**src/rtl/hazard_unit_mc_if.sv**
```systemverilog
// hazard_unit_mc_if - datapath <-> hazard unit bundle.
//   master : datapath side, drives register addresses / control, reads controls
//   slave  : hazard unit side
// Signals: Rs1D/Rs2D/Rs1E/Rs2E/RdE/RdM/RdW (AW), RegWriteM/W, ResultSrcE0,
//   MdStartE, PCSrcE in; ForwardAE/BE (2), StallF/D/E, FlushD/E/M, MdBusy,
//   StallCnt (32) out.
interface hazard_unit_mc_if #(parameter int AW = 5);
  logic [AW-1:0] Rs1D, Rs2D, Rs1E, Rs2E, RdE, RdM, RdW;
  logic          RegWriteM, RegWriteW, ResultSrcE0, MdStartE, PCSrcE;
  logic [1:0]    ForwardAE, ForwardBE;
  logic          StallF, StallD, StallE, FlushD, FlushE, FlushM, MdBusy;
  logic [31:0]   StallCnt;

  modport master (
    output Rs1D, Rs2D, Rs1E, Rs2E, RdE, RdM, RdW,
           RegWriteM, RegWriteW, ResultSrcE0, MdStartE, PCSrcE,
    input  ForwardAE, ForwardBE, StallF, StallD, StallE,
           FlushD, FlushE, FlushM, MdBusy, StallCnt
  );
  modport slave (
    input  Rs1D, Rs2D, Rs1E, Rs2E, RdE, RdM, RdW,
           RegWriteM, RegWriteW, ResultSrcE0, MdStartE, PCSrcE,
    output ForwardAE, ForwardBE, StallF, StallD, StallE,
           FlushD, FlushE, FlushM, MdBusy, StallCnt
  );
endinterface

```
**src/rtl/hazard_unit_mc.sv**
```systemverilog
// hazard_unit_mc - hazard unit for a 5-stage RV32 core with multi-cycle
// load-use stall and mul/div freeze.
//   clk, reset : clock, synchronous active-high reset
//   hif        : hazard_unit_mc_if.slave (sources/dests/controls in,
//                forwarding selects, stall/flush enables, MdBusy, StallCnt out)
// Optional: define HAZARD_PERF_EN to build the 32-bit StallF cycle counter;
// otherwise StallCnt is tied to 0.
module hazard_unit_mc #(
  parameter int AW       = 5,
  parameter int LOAD_LAT = 1,
  parameter int MD_LAT   = 4
) (
  input  logic            clk,
  input  logic            reset,
  hazard_unit_mc_if.slave hif
);
  localparam int MAXL = (LOAD_LAT > MD_LAT) ? LOAD_LAT : MD_LAT;
  localparam int CW   = $clog2(MAXL) + 1;
  localparam logic [AW-1:0] X0 = '0;
  localparam bit LD_MC = (LOAD_LAT > 1);
  localparam bit MD_MC = (MD_LAT > 1);
  localparam bit MD_LONG = (MD_LAT > 2);

  typedef enum logic [1:0] {IDLE, LD_WAIT, MD_BUSY} state_t;

  state_t        state_q, state_d;
  logic [CW-1:0] cnt_q, cnt_d;
  logic          md_done_q, md_done_d;
  logic          lwhit, md_go;
  logic          stall_f, stall_d, stall_e, flush_d, flush_e, flush_m, md_busy;

  // Forwarding: M has priority over W; x0 is never forwarded.
  function automatic logic [1:0] fwd_sel(input logic [AW-1:0] rs);
    if (rs != X0 && rs == hif.RdM && hif.RegWriteM)      return 2'b10;
    else if (rs != X0 && rs == hif.RdW && hif.RegWriteW) return 2'b01;
    else                                                 return 2'b00;
  endfunction

  assign lwhit = hif.ResultSrcE0 && (hif.RdE != X0) &&
                 (hif.RdE == hif.Rs1D || hif.RdE == hif.Rs2D);
  // md_done masks the still-asserted MdStartE of an op that just finished.
  assign md_go = MD_MC && hif.MdStartE && !md_done_q;

  always_comb begin
    state_d   = state_q;
    cnt_d     = cnt_q;
    md_done_d = md_done_q;
    stall_f   = 1'b0;
    stall_d   = 1'b0;
    stall_e   = 1'b0;
    flush_d   = 1'b0;
    flush_e   = 1'b0;
    flush_m   = 1'b0;
    md_busy   = 1'b0;
    case (state_q)
      IDLE: begin
        if (hif.PCSrcE) begin
          flush_d = 1'b1;
          flush_e = 1'b1;
        end else if (lwhit) begin
          stall_f = 1'b1;
          stall_d = 1'b1;
          flush_e = 1'b1;
          if (LD_MC) begin
            state_d = LD_WAIT;
            cnt_d   = CW'(LOAD_LAT - 2);
          end
        end else if (md_go) begin
          stall_f = 1'b1;
          stall_d = 1'b1;
          stall_e = 1'b1;
          flush_m = 1'b1;
          md_busy = 1'b1;
          if (MD_LONG) begin
            state_d = MD_BUSY;
            cnt_d   = CW'(MD_LAT - 3);
          end
        end
      end
      LD_WAIT: begin
        stall_f = 1'b1;
        stall_d = 1'b1;
        flush_e = 1'b1;
        if (cnt_q == '0) state_d = IDLE;
        else             cnt_d   = cnt_q - 1'b1;
      end
      MD_BUSY: begin
        stall_f = 1'b1;
        stall_d = 1'b1;
        stall_e = 1'b1;
        flush_m = 1'b1;
        md_busy = 1'b1;
        if (cnt_q == '0) state_d = IDLE;
        else             cnt_d   = cnt_q - 1'b1;
      end
      default: state_d = IDLE;
    endcase
    // Freeze ends this cycle (MD_BUSY exit or the single-cycle MD_LAT==2 case).
    if (md_busy && state_d == IDLE) md_done_d = 1'b1;
    else if (!hif.MdStartE || !stall_e) md_done_d = 1'b0;
  end

  always_ff @(posedge clk) begin
    if (reset) begin
      state_q   <= IDLE;
      cnt_q     <= '0;
      md_done_q <= 1'b0;
    end else begin
      state_q   <= state_d;
      cnt_q     <= cnt_d;
      md_done_q <= md_done_d;
    end
  end

  // All controls are forced quiet while reset is asserted.
  assign hif.ForwardAE = reset ? 2'b00 : fwd_sel(hif.Rs1E);
  assign hif.ForwardBE = reset ? 2'b00 : fwd_sel(hif.Rs2E);
  assign hif.StallF    = stall_f && !reset;
  assign hif.StallD    = stall_d && !reset;
  assign hif.StallE    = stall_e && !reset;
  assign hif.FlushD    = flush_d && !reset;
  assign hif.FlushE    = flush_e && !reset;
  assign hif.FlushM    = flush_m && !reset;
  assign hif.MdBusy    = md_busy && !reset;

`ifdef HAZARD_PERF_EN
  logic [31:0] stall_cnt_q;
  always_ff @(posedge clk) begin
    if (reset)           stall_cnt_q <= '0;
    else if (hif.StallF) stall_cnt_q <= stall_cnt_q + 32'd1;
  end
  assign hif.StallCnt = stall_cnt_q;
`else
  assign hif.StallCnt = '0;
`endif
endmodule

```
**src/flat_wrapper.sv**
```systemverilog
// flat-port wrapper written by rule: the top's interface ports become plain ports
module hazard_unit_mc_flat 
#(
  parameter int AW       = 5,
  parameter int LOAD_LAT = 1,
  parameter int MD_LAT   = 4
)
  (clk, reset, hif_Rs1D, hif_Rs2D, hif_Rs1E, hif_Rs2E, hif_RdE, hif_RdM, hif_RdW, hif_RegWriteM, hif_RegWriteW, hif_ResultSrcE0, hif_MdStartE, hif_PCSrcE, hif_ForwardAE, hif_ForwardBE, hif_StallF, hif_StallD, hif_StallE, hif_FlushD, hif_FlushE, hif_FlushM, hif_MdBusy, hif_StallCnt);
  hazard_unit_mc_if #(.AW(AW)) hif_i ();
  input  logic clk;
  input  logic reset;
  input wire logic [$bits(hif_i.Rs1D)-1:0] hif_Rs1D;
  input wire logic [$bits(hif_i.Rs2D)-1:0] hif_Rs2D;
  input wire logic [$bits(hif_i.Rs1E)-1:0] hif_Rs1E;
  input wire logic [$bits(hif_i.Rs2E)-1:0] hif_Rs2E;
  input wire logic [$bits(hif_i.RdE)-1:0] hif_RdE;
  input wire logic [$bits(hif_i.RdM)-1:0] hif_RdM;
  input wire logic [$bits(hif_i.RdW)-1:0] hif_RdW;
  input wire logic [$bits(hif_i.RegWriteM)-1:0] hif_RegWriteM;
  input wire logic [$bits(hif_i.RegWriteW)-1:0] hif_RegWriteW;
  input wire logic [$bits(hif_i.ResultSrcE0)-1:0] hif_ResultSrcE0;
  input wire logic [$bits(hif_i.MdStartE)-1:0] hif_MdStartE;
  input wire logic [$bits(hif_i.PCSrcE)-1:0] hif_PCSrcE;
  output wire logic [$bits(hif_i.ForwardAE)-1:0] hif_ForwardAE;
  output wire logic [$bits(hif_i.ForwardBE)-1:0] hif_ForwardBE;
  output wire logic [$bits(hif_i.StallF)-1:0] hif_StallF;
  output wire logic [$bits(hif_i.StallD)-1:0] hif_StallD;
  output wire logic [$bits(hif_i.StallE)-1:0] hif_StallE;
  output wire logic [$bits(hif_i.FlushD)-1:0] hif_FlushD;
  output wire logic [$bits(hif_i.FlushE)-1:0] hif_FlushE;
  output wire logic [$bits(hif_i.FlushM)-1:0] hif_FlushM;
  output wire logic [$bits(hif_i.MdBusy)-1:0] hif_MdBusy;
  output wire logic [$bits(hif_i.StallCnt)-1:0] hif_StallCnt;
  assign hif_i.Rs1D = hif_Rs1D;
  assign hif_i.Rs2D = hif_Rs2D;
  assign hif_i.Rs1E = hif_Rs1E;
  assign hif_i.Rs2E = hif_Rs2E;
  assign hif_i.RdE = hif_RdE;
  assign hif_i.RdM = hif_RdM;
  assign hif_i.RdW = hif_RdW;
  assign hif_i.RegWriteM = hif_RegWriteM;
  assign hif_i.RegWriteW = hif_RegWriteW;
  assign hif_i.ResultSrcE0 = hif_ResultSrcE0;
  assign hif_i.MdStartE = hif_MdStartE;
  assign hif_i.PCSrcE = hif_PCSrcE;
  assign hif_ForwardAE = hif_i.ForwardAE;
  assign hif_ForwardBE = hif_i.ForwardBE;
  assign hif_StallF = hif_i.StallF;
  assign hif_StallD = hif_i.StallD;
  assign hif_StallE = hif_i.StallE;
  assign hif_FlushD = hif_i.FlushD;
  assign hif_FlushE = hif_i.FlushE;
  assign hif_FlushM = hif_i.FlushM;
  assign hif_MdBusy = hif_i.MdBusy;
  assign hif_StallCnt = hif_i.StallCnt;
  hazard_unit_mc #(.AW(AW), .LOAD_LAT(LOAD_LAT), .MD_LAT(MD_LAT)) u_core (.clk(clk), .reset(reset), .hif(hif_i));
endmodule
```
**config.mk**
```make
export PLATFORM = sky130hd
export DESIGN_NAME = hazard_unit_mc_flat
export DESIGN_NICKNAME = d
export VERILOG_FILES = /design/src/rtl/hazard_unit_mc_if.sv /design/src/rtl/hazard_unit_mc.sv /design/src/flat_wrapper.sv
export SDC_FILE = /design/constraint.sdc
export NUM_CORES = 1
export LEC_CHECK = 0
export BUFFER_PORTS_ARGS = -buffer_cell sky130_fd_sc_hd__buf_2
export CORE_MARGIN = 4
export CORE_UTILIZATION = 37
export CTS_BUF_LIST = sky130_fd_sc_hd__clkbuf_8
export CTS_CLUSTER_SIZE = 16
export DETAILED_ROUTE_END_ITERATION = 8
export GPL_TIMING_DRIVEN = 0
export PLACE_DENSITY_LB_ADDON = 0.12
export SYNTH_ARGS = -nofsm -noshare
export SYNTH_HDL_FRONTEND = slang
export SYNTH_SLANG_ARGS = --single-unit
```
**constraint.sdc**
```tcl
create_clock -name clk -period 3 [get_ports clk]
set_input_delay 0.6 -clock clk [delete_from_list [all_inputs] [get_ports clk]]
set_output_delay 0.6 -clock clk [all_outputs]
set_load 0.05 [all_outputs]
```
Yosys cells after proc, flatten, opt, wreduce, memory -nomap -nowiden. Cells that the tools add are included.

Flip-flop bits (word level): 6. Input port bits: 42. Output and inout bits: 43. Logic and storage cells: 78.

$add $sub $neg: 1. Eq/ne operators: 12. Muxes and demuxes: 30. Reduce and logical (&&, ||, !) cells: 32.

Operators with widths (count): 5-bit == test (6); 1-bit logical AND (16); 2-bit two-way mux (8); 5-bit nonzero test (3); 1-bit two-way mux (13); 3-bit two-way mux (4); 2-bit inequality test, second input constant (3); 1-bit case mux with 2 select lines (3); 3-bit case mux with 2 select lines (1); 5-bit AND reduction (1); 1-bit zero test (4); 2-bit zero test (2); 2-bit case mux with 2 select lines (1); 2-bit nonzero test (2); 3-bit zero test (1); 3-bit by 1-bit subtractor with 3-bit output, second input constant (1); 2-bit by 1-bit == test with 1-bit output, second input constant (1); 2-bit == test, second input constant (1); 1-bit logical OR (2); 2-bit by 1-bit inequality test with 1-bit output, second input constant (1); 2-bit OR reduction (1).

Depth between registers and ports, before layout. Gate-level depths: netlist of the first run.

Word-level depth: 10. Mapped depth: 7. Mapped depth without buffers: 7.

Worst setup path after synthesis of the first run. Ideal clock, no wire load.

Path type: input to output. From: input hif_Rs1E[0]. To: output hif_ForwardAE[0]. Data arrival time: 2837 ps. Data required time: 2400 ps. Path slack: -437 ps. Stages: 4. Path buffers: 0. Cell sequence: or4_1 nor2_1 nor4_1 nor4_1.

Longest elaborated chain between the ends: 6.

Ends and longest elaborated chain: start, declared (RTL line flat_wrapper.sv:14) `input wire logic [$bits(hif_i.Rs1E)-1:0] hif_Rs1E;`; 5-bit == test or 5-bit nonzero test (tied branches) (RTL line hazard_unit_mc.sv:35, hazard_unit_mc.sv:34); 1-bit logical AND (2 in a row) (RTL line hazard_unit_mc.sv:35) `else if (rs != X0 && rs == hif.RdW && hif.RegWriteW) return 2'b01;`; 1-bit two-way mux (RTL line hazard_unit_mc.sv:35); 2-bit two-way mux (*) (RTL line hazard_unit_mc.sv:34) `if (rs != X0 && rs == hif.RdM && hif.RegWriteM) return 2'b10;`; 2-bit two-way mux (*) (RTL line hazard_unit_mc.sv:116) `assign hif.ForwardAE = reset ? 2'b00 : fwd_sel(hif.Rs1E);`; end, declared (RTL line flat_wrapper.sv:24) `output wire logic [$bits(hif_i.ForwardAE)-1:0] hif_ForwardAE;`.

Mark *: on every way between the ends. The rest lies on a longest branch, timed or not.

Worst setup path after layout of the first run.
From: input hif_RdE[1]. To: output hif_StallE.

Longest elaborated chain between the ends: 7.

Ends and longest elaborated chain: start, declared (RTL line flat_wrapper.sv:16) `input wire logic [$bits(hif_i.RdE)-1:0] hif_RdE;`; 5-bit == test or 5-bit nonzero test (tied branches) (RTL line hazard_unit_mc.sv:40, hazard_unit_mc.sv:39); 1-bit logical OR or 1-bit logical AND (tied branches) (RTL line hazard_unit_mc.sv:40, hazard_unit_mc.sv:39); 1-bit logical AND (*) (RTL line hazard_unit_mc.sv:39) `assign lwhit = hif.ResultSrcE0 && (hif.RdE != X0) &&`; 1-bit two-way mux (*) (RTL line hazard_unit_mc.sv:60) `end else if (lwhit) begin`; 1-bit two-way mux (*) (RTL line hazard_unit_mc.sv:57) `if (hif.PCSrcE) begin`; 1-bit case mux with 2 select lines (*) (RTL line hazard_unit_mc.sv:55) `case (state_q)`; 1-bit logical AND (*) (RTL line hazard_unit_mc.sv:120) `assign hif.StallE = stall_e && !reset;`; end, declared (RTL line flat_wrapper.sv:28) `output wire logic [$bits(hif_i.StallE)-1:0] hif_StallE;`.

Marks and branches as above.

==> results of run 1 <==
[through the flow]
| stage | power, uW | area, sq um | hold WS (ns) | std cells | setup WS [ns] |
|---|---|---|---|---|---|
| 6_report | 523 | 1630 | 0.421 | 261 | 0.117 |
| 5_1_grt | 552 | 1630 | 0.452 | 261 | 0.0374 |
| 4_1_cts | 521 | 1630 | 0.421 | 261 | 0.0994 |
| 3_5_place_dp | 396 | 1590 | 0.416 | 258 | 0.111 |
| 3_3_place_gp | 389 | 1590 | 0.410 | 258 | 0.108 |
| 2_1_floorplan | 331 | 1290 | 0.403 | 176 | 0.0909 |
[cells in the mapped netlist (all sizes together), types with 3 or more instances]
master	n	area share
buf	35	0.23
xnor2	16	0.12
xor2	14	0.11
nor2	10	0.033
inv	9	0.029
dfxtp	6	0.10
ha	6	0.065
o21ai	6	0.039
a21oi	5	0.022
nand4	4	0.022
nor3	4	0.026
nor4	4	0.022
nand2	3	0.0098
or4	3	0.023
[per-layer routing]
metal,routed length [um],share of wire,vias up
met3,257,0.090,5
met2,1440,0.51,56
met4,47,0.017,0
met5,0,0,-
li1,-,-,596
met1,1100,0.39,484
[final timing paths]
path | start | endpoint | slack (ns) | cells after the start
setup / recovery | hif_RdE[1] | hif_StallE | 0.12 | 7
hold / removal | u_core.cnt_q[0] | u_core.cnt_q[0] | 0.42 | 1
setup reg to reg | u_core.state_q[1] | u_core.cnt_q[1] | 1.25 | 7
hold reg to reg | u_core.cnt_q[0] | u_core.cnt_q[0] | 0.42 | 1
[flip-flops by register name, summed over array words and instances (netlist names)]
signal,flops
u_core.state_q,2
u_core.cnt_q,3
u_core.md_done_q,1
[power breakdown]
| part | internal [uW] | switching, uW | total [uW] | leakage (uW) |
|---|---|---|---|---|
| logic | 106 | 202 | 309 | 0.000806 |
| registers | 84.7 | 3.13 | 87.8 | 0.0000489 |
| clock network | 86.6 | 39.7 | 126 | 0.0000216 |
| total | 278 | 245 | 523 | 0.000876 |
[critical path, stage by stage]
cell     delay, ns
buf_2         0.12
or4_4         0.54
o21ai_4       0.16
o21ai_2       0.12
o32ai_4       0.33
buf_4         0.15
buf_2         0.25
[logic make-up after synthesis]
group           share of synthesized area
other cells                       0.00327
flops                               0.105
xor+xnor                            0.229
fa+ha+maj                          0.0654
simple gates                        0.181
buf+inv                             0.262
compound gates                      0.155
[cell type report]
cell class	instances	area (sq um)
sequential	6	120
multi-input combinational	125	872
tap	31	38.8
timing repair buffer	51	255
buffer	36	267
clock buffer	3	41.3
fill	276	1220
inverter	9	33.8
==> metrics, run 1 <==
Congestion Overflow GR 0; DRC viols 0; met1 Use GR 0.154; post-synthesis cell count approximately 150; critical path class in -> out; CTS Root Buffer Type clkbuf_8; minimum clock period between 2 and 3 ns; P per Cell Area roughly 320 nW/um^2; Post-synth ARST share 0; vias in the first global route roughly 1.1k; die width between 60 and 70 um; nets@finish 280; Initial Util 0.402; Leak 0.000876 uW; CTS tree built; Setup Fix Bufs, Post-CTS 0; Post-synth EDFFs 0; antenna viol nets, final 0; most used routing layer met2; clk_lat worst skew between 0.2 and 0.25 ns; chip height 63.7 um; largest net degree at the start of global routing 11; period utilisation layout 0.961; I/O pins 85; DR iter-0 viols 11; via count between 1k and 1.5k; worst-margin pin slew between 0.5 and 0.6 ns; DR vias/cell approximately 4.4; most frequent cells in the layout 51 x buf_2, 35 x buf_4, 32 x conb_1; Seq cells post-synth 6; port buffer count 51; Hold Violations, Final 0; max-cap violation count 0; CTS Buffer Depth 2; H-tree Lvls 1; total negative slack 0 ns; Final Skew around 0.0012 ns; Die ar. roughly 4000 sq um; RSZ-0062 raised after global routing false; post-DR wirelength/cell roughly 11 um; Post-Syn Area per Cell roughly 7.9 sq um; Pre-antenna DRT Iters 4; Clock transition at path regs approximately 0.040 ns; status complete, no violations; WP data arrival 2.28 ns; Ys Warns 0; clock buffer count from CTS 3; Hold Crit Class reg -> reg; mapped cell area ~1100 sq um; DP HPWL between 2 and 3 mm; first-pass GRT wire length approximately 4.6 mm; top_reg_cell synth dfxtp_1; hold_buf cts 0; Worst Path Required roughly 2.4 ns; Core Area 2850 sq um; routability cong. ~0.8; Worst slew margin 0.657; Tot GR Track Use 0.139; share of cells above drive strength 1 0.448; Post-Route Utilization 0.571; grt met3 use 0.0231; Distinct cells, synth 35; Worst setup EP type output port; Critical Path Start Type input port; DRT Wirelength 2.85 mm; area grow syn2layout 41.9%; Resized Gates After CTS 0; row count 19; grt met2 use 0.259; sequential area share after synthesis 0.105; Final setup viols 0; initial antenna violation count 0; CP Max Fanout 4; clock sinks 6; Ant. Diodes 0; fin. max-slew vios 0; Max IR drop VDD 0.154 mV; commonest non-fill, non-tap cell in the layout buf_2; maximum clock rate 347 MHz
(Power assumes the default switching activity.)
==> run 2, diff against run 1 <==
Settings changed: CORE_UTILIZATION 37 to 45, REMOVE_ABC_BUFFERS set to 1.
==> metrics, run 2 (synthesis gave the netlist of run 1 again) <==
CTS Buffer Depth 2; reg2reg setup slack roughly 1.2 ns; Worst Path Required 2.40 ns; area grow syn2layout 16.5%; clock sinks 6; R2R Path Start u_core.state_q[1]; Resized Gates After CTS 0; Post-Route Utilization 0.544; Critical Path Start Type input port; Final setup viols 0; share of cells above drive strength 1 0.338; post-DR wirelength/cell between 10 and 15 um; DRT Wirelength between 2 and 2.5 mm; dpl cells roughly 220; maximum clock rate roughly 350 MHz; Core Area approximately 2500 sq um; DR vias/cell 4.63; routability cong. 0.817; DP HPWL between 2 and 2.5 mm; Hold Violations, Final 0; DR iter-0 viols 17; largest register by flop count u_core.cnt_q; status complete, no violations; Congestion Overflow GR 0; period utilisation layout 0.944; Critical R2R Capture u_core.cnt_q[2]; CTS tree built; port buffer count between 50 and 60; RSZ-0062 raised after global routing false; WP data arrival about 2.2 ns; Max IR drop VDD between 0.2 and 0.25 mV; cell count of the worst reg-to-reg path 7; CP Max Fanout 4; most frequent cells in the layout 52 x buf_2, 32 x conb_1, 16 x xnor2_1; Regs by FF count u_core.cnt_q: 3 flops, u_core.state_q: 2 flops, u_core.md_done_q: 1 flops; hold_buf cts 0; antenna viol nets, final 0; I/O pins 85; Clock transition at path regs 0.03 ns; minimum clock period between 2 and 3 ns; Final Skew between 0.007 and 0.008 ns; Placed Area 1290 sq um; Critical Path Max Stage Delay about 0.54 ns; max FFs per register 3; commonest non-fill, non-tap cell in the layout buf_2; non-filler cells, final roughly 230; DRC viols 0; crit-path cells buf_2, or4_4, o21ai_4, o21ai_2, o32ai_2, buf_2; cell family with most CP delay compound AO/OA/AOI/OAI gates; Ant. Diodes 0; Pre-antenna DRT Iters 4; P per Cell Area roughly 360 nW/um^2; Worst Hold End u_core.cnt_q[0]; CTS Root Buffer Type clkbuf_8; Crit path buffers/inverters 2; total negative slack 0 ns; Slowest-stage cell, CP or4_4; H-tree Lvls 1; Leak 0.000685 uW; Final Cell Area between 1000 and 1500 sq um; Hold Crit Depth 1; critical path class in -> out; max-cap violation count 0; Worst setup EP type output port; fin. max-slew vios 0; nets@finish between 200 and 250; hold wc startpoint u_core.cnt_q[0]; Tot GR Track Use 0.146; chip height between 50 and 60 um; Initial Util 0.467; Die ar. 3420 sq um; vias in the first global route between 1k and 1.5k; first-pass GRT wire length approximately 4.1 mm; die width 58.5 um; via count 1042; Setup Fix Bufs, Post-CTS 0; clock buffer count from CTS 3; Critical Path Most Common Cell buf_2; clk_lat worst skew approximately 0.23 ns; largest net degree at the start of global routing 11; initial antenna violation count 0; Hold Crit Class reg -> reg; row count 18
-- run 2: cell count changes in the layout (fill, tap and decap cells not counted), sizes merged --
cell and change:
buf -34, clkbuf -1
-- run 2: metal layers --
| metal | track usage | wire length, um | vias to the layer above |
|---|---|---|---|
| li1 | - | - | 526 |
| met1 | 0.174 | 975 | 454 |
| met2 | 0.255 | 1190 | 58 |
| met3 | 0.0351 | 269 | 4 |
| met4 | 0.0464 | 38 | 0 |
| met5 | 0 | 0 | - |
-- run 2: worst reg2reg max path, stage by stage (launching register included) --
cell and delay [ns]:
dfxtp_1 0.34, inv_1 0.12, ha_1 0.29, inv_1 0.10, or2_1 0.25, o21ai_1 0.24
nor3b_2 0.10, a32o_2 0.22
-- run 2: layout make-up --
class | count | area [sq um]
fillers | 246 | 1120
well taps | 30 | 37.5
multi-input cells | 125 | 843
flip-flops and latches | 6 | 120
clock buffers | 3 | 41.3
inverters | 9 | 33.8
repair buffers | 52 | 260
-- run 2: worst max path at each step --
stage | end | cells after the start | slack (ns) | from
final | hif_FlushM | 6 | 0.17 | hif_RdE[1]
after global routing | hif_MdBusy | 6 | 0.13 | hif_RdE[1]
after CTS | hif_FlushM | 6 | 0.18 | hif_RdE[1]
after detailed placement | hif_FlushM | 6 | 0.18 | hif_RdE[1]
after global placement | hif_StallE | 6 | 0.20 | hif_RdE[1]
after floorplan | hif_StallD | 6 | -0.90 | hif_RdE[3]
-- run 2: per-stage QoR --
stage / worst slack [ns] / total power (uW) / hold WS (ns)
after floorplan: -0.903 / 287 / 0.403
after global placement: 0.202 / 347 / 0.413
after detailed placement: 0.184 / 352 / 0.427
after CTS: 0.182 / 477 / 0.430
after global routing: 0.127 / 503 / 0.458
final: 0.168 / 475 / 0.426
-- run 2: power by group --
group | switching [uW] | internal, uW
Combinational | 192 | 72.5
Clock | 36.7 | 86.4
Sequential | 2.95 | 84.7
==> run 3, diff against run 2 <==
Settings changed: CORE_ASPECT_RATIO set to 1.75.
==> metrics, run 3 (synthesis gave the netlist of run 1 again) <==
DR iter-0 viols 18; P per Cell Area 354 nW/um^2; via count between 1k and 1.5k; Ant. Diodes 0; commonest non-fill, non-tap cell in the layout buf_2; Clock transition at path regs ~0.040 ns; minimum clock period approximately 2.8 ns; fin. max-slew vios 0; maximum clock rate about 360 MHz; Worst setup EP type output port; row count 24; Die ar. around 3500 sq um; Final setup viols 0; Critical Path Most Common Cell buf_2; Initial Util 0.466; hold slack 0.449 ns; share of cells above drive strength 1 0.338; routability cong. approximately 0.83; Regs by FF count u_core.cnt_q: 3 flops, u_core.state_q: 2 flops, u_core.md_done_q: 1 flops; Hold Violations, Final 0; hold_buf cts 0; area grow syn2layout 16.0%; Pre-antenna DRT Iters 4; status complete, no violations; critical path class in -> out; Setup Fix Bufs, Post-CTS 0; setup slack after layout just under 0.2 ns; RSZ-0062 raised after global routing false; fillers about 280; Core Area 2460 sq um; Final Cell Area around 1300 sq um; area of the multi-input gates approximately 840 sq um; Worst Path Required approximately 2.4 ns; Resized Gates After CTS 0; nets@finish between 200 and 250; Register Area between 100 and 150 sq um; antenna viol nets, final 0; dpl cells between 200 and 250; Hold Crit Depth 1; Hold Crit Class reg -> reg; Critical Path Start Type input port; pre-CTS WS between 0.15 and 0.2 ns; WP data arrival around 2.2 ns; CTS Buffer Depth 2; cell count of the worst reg-to-reg path 7; H-tree Lvls 1; DRC viols 0; largest register by flop count u_core.cnt_q; largest net degree at the start of global routing 11; CTS tree built; port buffer count between 50 and 60; max-cap violation count 0; Leak ~0.0007 uW; vias in the first global route 940; DR vias/cell 4.67; CTS Root Buffer Type clkbuf_8; clock sinks 6; non-filler cells, final between 200 and 250; most frequent cells in the layout 52 x buf_2, 32 x conb_1, 16 x xnor2_1; clk_lat worst skew about 0.22 ns; Final Skew roughly 0.0026 ns; DRT Wirelength approximately 2.7 mm; Max IR drop VDD 0.278 mV; CP Max Fanout 4; I/O pins between 80 and 90; Placed Area around 1300 sq um; crit-path cells buf_2, or4_4, o21ai_4, o21ai_2, o32ai_2, buf_2; Slowest-stage cell, CP or4_4; chip height roughly 75 um; clock buffer count from CTS 3; Critical Path Max Stage Delay between 0.5 and 0.6 ns; first-pass GRT wire length 3.91 mm; die width approximately 46 um; post-DR wirelength/cell 12.1 um; initial antenna violation count 0; period utilisation layout 0.934; max FFs per register 3; Congestion Overflow GR 0; Tot GR Track Use 0.149; DP HPWL 2.47 mm; Tot Pwr ~470 uW
run 3: cell counts in the layout (fill, tap and decap cells not counted):
No cell type changed its count.
run 3: worst paths after layout:
path	from	endpoint	slack (ns)
worst min register to register	u_core.cnt_q[0]	u_core.cnt_q[0]	0.45
worst max register to register	u_core.state_q[1]	u_core.cnt_q[1]	1.24
worst min-delay path	u_core.cnt_q[0]	u_core.cnt_q[0]	0.45
worst max-delay path	hif_RdE[1]	hif_FlushM	0.20
run 3: power by group:
part | internal [uW] | switching (uW) | total (uW)
registers | 84.8 | 3.00 | 87.8
logic | 72.5 | 192 | 264
clock network | 86.1 | 33.3 | 119
run 3: critical path: cells and delay by family:
kind	cells	cell delay, ns
and+or+nand+nor	1	0.54
AOI/OAI and AO/OA	3	0.61
buffers and inverters	2	0.44
run 3: final cells by class:
class / instances / share of cell area
repair buffers: 52 / 0.195
flip-flops and latches: 6 / 0.0902
clock buffers: 3 / 0.0310
multi-input cells: 125 / 0.633
well taps: 26 / 0.0244
inverters: 9 / 0.0254
run 3: metal layers:
metal  track usage  part of all wire
met3        0.0167             0.082
met1         0.137              0.31
met4        0.0253            0.0060
met2         0.319              0.60
met5             0                 0
run 3: through the flow:
stage / utilization / TNS, ns
after floorplan: - / -5.95
after global placement: 0.524 / 0
after detailed placement: 0.524 / 0
after CTS: 0.541 / 0
after global routing: 0.541 / 0
final: 0.541 / 0
